## src/rtl/mvm_accum_pkg.sv

```systemverilog
// Shared widths, shift constants and FSM encoding for the mvm_accum stage.
package mvm_accum_pkg;

    localparam int unsigned DEF_VP   = 3;
    localparam int unsigned DEF_EP   = 3;
    localparam int unsigned DEF_WI_X = 4;
    localparam int unsigned DEF_WF_X = 12;
    localparam int unsigned DEF_WI_W = 4;
    localparam int unsigned DEF_WF_W = 12;
    localparam int unsigned DEF_WI_O = 4;
    localparam int unsigned DEF_WF_O = 12;

    typedef enum logic [1:0] {
        ACC   = 2'd0,
        DRAIN = 2'd1,
        ROUND = 2'd2,
        OUT   = 2'd3
    } state_t;

    // Full-precision product width: integer and fraction bits of both operands.
    function automatic int unsigned prod_w(input int unsigned wi_x, input int unsigned wf_x,
                                           input int unsigned wi_w, input int unsigned wf_w);
        return wi_x + wf_x + wi_w + wf_w;
    endfunction

    // Guard bits so an EP-term sum of products can never wrap.
    function automatic int unsigned guard_w(input int unsigned ep);
        return $clog2(ep);
    endfunction

    // Accumulator width: product plus guard bits.
    function automatic int unsigned acc_w(input int unsigned wi_x, input int unsigned wf_x,
                                          input int unsigned wi_w, input int unsigned wf_w,
                                          input int unsigned ep);
        return prod_w(wi_x, wf_x, wi_w, wf_w) + guard_w(ep);
    endfunction

    // Fraction bits dropped when narrowing the accumulator to the output format.
    function automatic int unsigned rnd_shift(input int unsigned wf_x, input int unsigned wf_w,
                                              input int unsigned wf_o);
        return wf_x + wf_w - wf_o;
    endfunction

endpackage

```

## src/rtl/mvm_lane.sv

```systemverilog
// One output lane: product register, accumulator and round/saturate result register.
module mvm_lane
    import mvm_accum_pkg::*;
#(
    parameter int unsigned EP   = DEF_EP,
    parameter int unsigned WI_X = DEF_WI_X,
    parameter int unsigned WF_X = DEF_WF_X,
    parameter int unsigned WI_W = DEF_WI_W,
    parameter int unsigned WF_W = DEF_WF_W,
    parameter int unsigned WI_O = DEF_WI_O,
    parameter int unsigned WF_O = DEF_WF_O
) (
    input  logic                            clk,
    input  logic                            rst,
    input  logic                            clr,
    input  logic                            load,
    input  logic                            add,
    input  logic                            round,
    input  logic signed [WI_X+WF_X-1:0]     x,
    input  logic signed [WI_W+WF_W-1:0]     w,
    output logic        [WI_O+WF_O-1:0]     data,
    output logic                            ovf
);

    localparam int unsigned PW   = prod_w(WI_X, WF_X, WI_W, WF_W);
    localparam int unsigned AW   = acc_w(WI_X, WF_X, WI_W, WF_W, EP);
    localparam int unsigned RW   = AW + 1;
    localparam int unsigned OW   = WI_O + WF_O;
    localparam int unsigned SH   = rnd_shift(WF_X, WF_W, WF_O);
    localparam int unsigned RSH  = (SH == 0) ? 0 : SH - 1;

    localparam logic signed [RW-1:0] RND     = (SH == 0) ? '0 : (RW'(1) <<< RSH);
    localparam logic signed [RW-1:0] SAT_MAX = RW'((64'sd1 <<< (OW - 1)) - 64'sd1);
    localparam logic signed [RW-1:0] SAT_MIN = ~SAT_MAX;

    logic signed [PW-1:0] p;
    logic signed [AW-1:0] acc;
    logic signed [RW-1:0] rnd_sum;
    logic signed [RW-1:0] shr;
    logic        [OW-1:0] sat_c;
    logic                 ovf_c;

    // Round half toward +inf, then clip to the output range.
    always_comb begin
        rnd_sum = RW'(acc) + RND;
        shr     = rnd_sum >>> SH;
        sat_c   = OW'(shr);
        ovf_c   = 1'b0;
        if (shr > SAT_MAX) begin
            sat_c = OW'(SAT_MAX);
            ovf_c = 1'b1;
        end else if (shr < SAT_MIN) begin
            sat_c = OW'(SAT_MIN);
            ovf_c = 1'b1;
        end
    end

    // Product stage, accumulate, and result capture; clr wipes partial work only.
    always_ff @(posedge clk or posedge rst) begin
        if (rst) begin
            p    <= '0;
            acc  <= '0;
            data <= '0;
            ovf  <= 1'b0;
        end else if (clr) begin
            p    <= '0;
            acc  <= '0;
        end else begin
            if (load) begin
                p <= PW'(x) * PW'(w);
            end
            if (round) begin
                acc  <= '0;
                data <= sat_c;
                ovf  <= ovf_c;
            end else if (add) begin
                acc <= acc + AW'(p);
            end
        end
    end

endmodule

```

## src/rtl/mvm_accum.sv

```systemverilog
// Streaming VP-lane matrix-vector multiply-accumulate with round/saturate output.
module mvm_accum
    import mvm_accum_pkg::*;
#(
    parameter int unsigned VP   = DEF_VP,
    parameter int unsigned EP   = DEF_EP,
    parameter int unsigned WI_X = DEF_WI_X,
    parameter int unsigned WF_X = DEF_WF_X,
    parameter int unsigned WI_W = DEF_WI_W,
    parameter int unsigned WF_W = DEF_WF_W,
    parameter int unsigned WI_O = DEF_WI_O,
    parameter int unsigned WF_O = DEF_WF_O
) (
    input  logic                          clk,
    input  logic                          rst,
    input  logic                          clr,
    input  logic                          s_valid,
    output logic                          s_ready,
    input  logic [WI_X+WF_X-1:0]          s_x,
    input  logic [VP*(WI_W+WF_W)-1:0]     s_w,
    output logic                          m_valid,
    input  logic                          m_ready,
    output logic [VP*(WI_O+WF_O)-1:0]     m_data,
    output logic [VP-1:0]                 m_ovf
);

    localparam int unsigned WW = WI_W + WF_W;
    localparam int unsigned OW = WI_O + WF_O;
    localparam int unsigned CW = (EP > 1) ? $clog2(EP) : 1;

    state_t        state;
    logic [CW-1:0] cnt;
    logic          p_valid;
    logic          s_hs_c;

    assign s_hs_c = s_valid && s_ready && (state == ACC);

    // Beat counter, handshakes and phase sequencing.
    always_ff @(posedge clk or posedge rst) begin
        if (rst) begin
            state   <= ACC;
            cnt     <= '0;
            p_valid <= 1'b0;
            s_ready <= 1'b0;
            m_valid <= 1'b0;
        end else if (clr) begin
            state   <= ACC;
            cnt     <= '0;
            p_valid <= 1'b0;
            s_ready <= 1'b1;
            m_valid <= 1'b0;
        end else begin
            case (state)
                ACC: begin
                    s_ready <= 1'b1;
                    p_valid <= s_hs_c;
                    if (s_hs_c) begin
                        if (cnt == CW'(EP - 1)) begin
                            cnt     <= '0;
                            state   <= DRAIN;
                            s_ready <= 1'b0;
                        end else begin
                            cnt <= cnt + CW'(1);
                        end
                    end
                end
                DRAIN: begin
                    p_valid <= 1'b0;
                    state   <= ROUND;
                end
                ROUND: begin
                    m_valid <= 1'b1;
                    state   <= OUT;
                end
                OUT: begin
                    if (m_ready) begin
                        m_valid <= 1'b0;
                        s_ready <= 1'b1;
                        state   <= ACC;
                    end
                end
                default: state <= ACC;
            endcase
        end
    end

    // One lane per output row; lane 0 occupies the MSBs of the packed buses.
    for (genvar i = 0; i < int'(VP); i++) begin : g_lane
        mvm_lane #(
            .EP   (EP),
            .WI_X (WI_X),
            .WF_X (WF_X),
            .WI_W (WI_W),
            .WF_W (WF_W),
            .WI_O (WI_O),
            .WF_O (WF_O)
        ) u_lane (
            .clk   (clk),
            .rst   (rst),
            .clr   (clr),
            .load  (s_hs_c),
            .add   (p_valid),
            .round (state == ROUND),
            .x     (s_x),
            .w     (s_w[(VP-1-i)*WW +: WW]),
            .data  (m_data[(VP-1-i)*OW +: OW]),
            .ovf   (m_ovf[i])
        );
    end

endmodule

```

## config.mk

```make
export PLATFORM = sky130hd
export DESIGN_NAME = mvm_accum
export DESIGN_NICKNAME = d
export VERILOG_FILES = /design/src/rtl/mvm_accum_pkg.sv /design/src/rtl/mvm_lane.sv /design/src/rtl/mvm_accum.sv
export SDC_FILE = /design/constraint.sdc
export NUM_CORES = 2
export LEC_CHECK = 0
export ABC_AREA = 1
export ABC_CLOCK_PERIOD_IN_PS = 16100
export CORE_MARGIN = 2
export CORE_UTILIZATION = 56
export DETAILED_ROUTE_END_ITERATION = 10
export GPL_TIMING_DRIVEN = 0
export PLACE_DENSITY = 0.73
export SYNTH_ARGS = -nofsm -noshare
export SYNTH_HDL_FRONTEND = slang
export SYNTH_SLANG_ARGS = --single-unit
```

## constraint.sdc

```tcl
create_clock -name clk -period 16.1 [get_ports clk]
set_clock_uncertainty 0.2 [all_clocks]
set_input_delay 1.61 -clock clk [delete_from_list [all_inputs] [get_ports clk]]
set_output_delay 1.61 -clock clk [all_outputs]
set_load 0.01 [all_outputs]
```

==> impl_metrics.csv <==
group,metric,value,unit
outcome,status,"finished clean",
routing,ant_nets,0,
synthesis,synth_area_leader_cell,"fa_1",
run,cap_violations,0,
clock_network,cts_max_level,1,
synthesis,ys.flop_type,"dfrtp_1",
routing,vias_per_cell,5.437,
finish,area_growth,5.890,%
routing,wl_per_cell,19.42,um
synthesis,yosys.area.top_type_share,32.11,%
synthesis,synth_area,49200,sq um
finish,mostFrequentLayoutCells,"nand2_1 (1853), inv_1 (1606), fa_1 (789)",
sta,finalCritPeriodShare,53.21,%
synthesis,ys_warn_count,0,
sta,tightestPinTransition,1.225,ns
setup_path,startpoint_type,"primary input",
finish,final_common_cell,"nand2_1",
routing,drc,0,
synthesis,synth.area.top_cells,"fa_1 (32%), nand2_1 (14%), dfrtp_1 (13%)",
routing,wirelength,155.7,mm
die,die-area,90240,sq um
clock_network,clock_tree.root_cell,"clkbuf_16",
die,core,86890,sq um
synthesis,postSynthCellCount,6752,
die,start_util,56.62,%
clock_network,cts_num_sinks,256,
setup_path,crit_arrival,8.87,ns
clock_network,ctsHoldBuffers,0,
clock_network,clk_path_buf_depth,3,
global_routing,grt.total_usage,35.26,%
global_routing,grt_overflow,0,
routing,drt_pre_antenna_iters,6,
global_routing,grt_pass1_wl,242.6,mm
place,port_buffers,59,
synthesis,synth_nets,7962,
synthesis,synth_edf_count,0,
synthesis,synthArstFlopShare,100.0,%
place,place_congestion,1.016,
min_path,worst_hold_path_type,"reg -> reg",
global_routing,antenna_found_initial,5,
finish,n_fill_cell,8265,
routing,drtIter0Drc,3678,
clock_network,cts_made_buffers,24,
min_path,hold_path_depth,1,
routing,via_count,43571,
clock_network,cts_tree,"done",
sta,hold_viol,0,
die,io_pins,122,
global_routing,first_global_vias,43465,
global_routing,grt_max_degree,133,
finish,layout-drive-gt1-share,1.590,%
die,die-width,300.4,um
sta,relSlewSlack,18.35,%
clock_network,cts_setup_buffers,0,
setup_path,end_kind,"flip-flop",
sta,grt_setup_unrepaired,"false",
sta,slew_viol_final,0,
setup_path,required,16.40,ns
die,rows,108,
synthesis,yosysSeqAreaShare,13.02,%
clock_network,clkSlewWorstSetupHoldPaths,0.07,ns
setup_path,cp_max_fo,10,
sta,min_period,8.568,ns
synthesis,avgSynthCellArea,7.286,sq um
die,die_h,300.4,um
sta,finalSetupViolations,0,
synthesis,ys_ff_latch,256,
sta,max_freq,116.7,MHz
clock_network,clock_latency,0.57,ns
setup_path,ff2ff_path_depth,8,
finish,layout.nets,8048,
clock_network,post_cts_resized,0,
synthesis,synth.distinct_cells,49,
place,dp_hpwl,131.0,mm
setup_path,crit_type,"in -> reg",
sta,tns,0,ns
state kept, by name (all words and copies together), names as in the netlist:
register / flops
g_lane.u_lane.acc: 102
g_lane.u_lane.p: 96
g_lane.u_lane.data: 48
g_lane.u_lane.ovf: 3
cnt: 2
state: 2
m_valid: 1
p_valid: 1
s_ready: 1
synthesized netlist by cell type, types with 7 or more instances:
cell type,number
nand2_1,1853
inv_1,1607
fa_1,789
nor2_1,460
ha_1,352
a21oi_1,308
o21ai_0,298
dfrtp_1,256
nand3_1,207
clkbuf_1,196
xor2_1,54
nor3_1,52
nand4_1,40
xnor2_1,32
o21bai_1,25
a21o_1,23
buf_1,21
a22o_1,15
a31oi_1,14
a21boi_0,13
nor2_2,12
o211ai_1,12
o22ai_1,11
a21oi_2,10
nand3b_1,10
a32o_1,9
or2_2,9
nand2_2,7
per-layer routing:
metal  routed length, um  vias to the layer above  share of wire [%]  GRT usage (%)
met5                  14                        -             0.0090              0
met4                8132                        2                5.2          15.05
met3               14410                      369                9.3          6.349
met2               71070                     1826                 46          57.31
met1               62050                    21005                 40          46.52
li1                    -                    20369                  -              -
cell type report:
class,instances,area (sq um),area share (%)
Multi-Input combinational cell,4654,35800,68.73
Tap cell,1155,1445,2.774
Buffer,232,944.7,1.813
Antenna cell,4,10.01,0.01921
Clock buffer,32,690.7,1.326
Timing Repair Buffer,60,618.1,1.186
Sequential cell,256,6406,12.30
Clock inverter,11,126.4,0.2426
Inverter,1610,6051,11.61
metrics by stage:
step	cells	worst slack [ns]	util (%)	instance area (sq um)	hold WS (ns)
floorplan	6752	7.248	-	49200	0.2339
global placement	7966	3.995	58.96	51230	0.2596
detailed placement	7967	7.151	59.00	51270	0.2643
CTS	8010	7.728	59.94	52090	0.2760
global route	8014	7.359	59.96	52100	0.2982
finish	8014	7.532	59.96	52100	0.2688
path summary, 6_finish.rpt:
kind / from / to / slack [ns]
max: s_x[15] / g_lane[0].u_lane.p[31] / 7.53
min: cnt[1] / cnt[0] / 0.27
max reg2reg: state[0] / g_lane[1].u_lane.p[22] / 12.50
min reg2reg: cnt[1] / cnt[0] / 0.27
max in group asynchronous: rst / g_lane[2].u_lane.p[30] / 13.10
min in group asynchronous: rst / g_lane[0].u_lane.data[13] / 1.44
kinds of logic after synthesis:
logic type / count (synthesis) / synth area share, %
xor gates and xnor gates: 86 / 1.531
and+or+nand+nor: 2664 / 21.55
buffers and inverters: 1842 / 14.20
adders and majority gates: 1141 / 41.06
DFF: 256 / 13.02
AOI/OAI and AO/OA: 763 / 8.637
worst max-delay path, stage by stage:
cell	delay [ns]
clkbuf_1	0.47
buf_1	0.75
nand2_1	0.22
inv_1	0.13
fa_1	0.56
fa_1	0.91
fa_1	0.59
fa_1	0.58
inv_1	0.05
fa_1	0.45
fa_1	0.51
inv_1	0.05
ha_1	0.35
a21oi_1	0.44
o31ai_1	0.15
a21oi_1	0.15
o21ai_0	0.21
o21ai_0	0.44
nand3_1	0.15
nand2_1	0.09
Power is not shown: default switching activity piles up to over one toggle a cycle in this logic, so the estimate is an artifact.
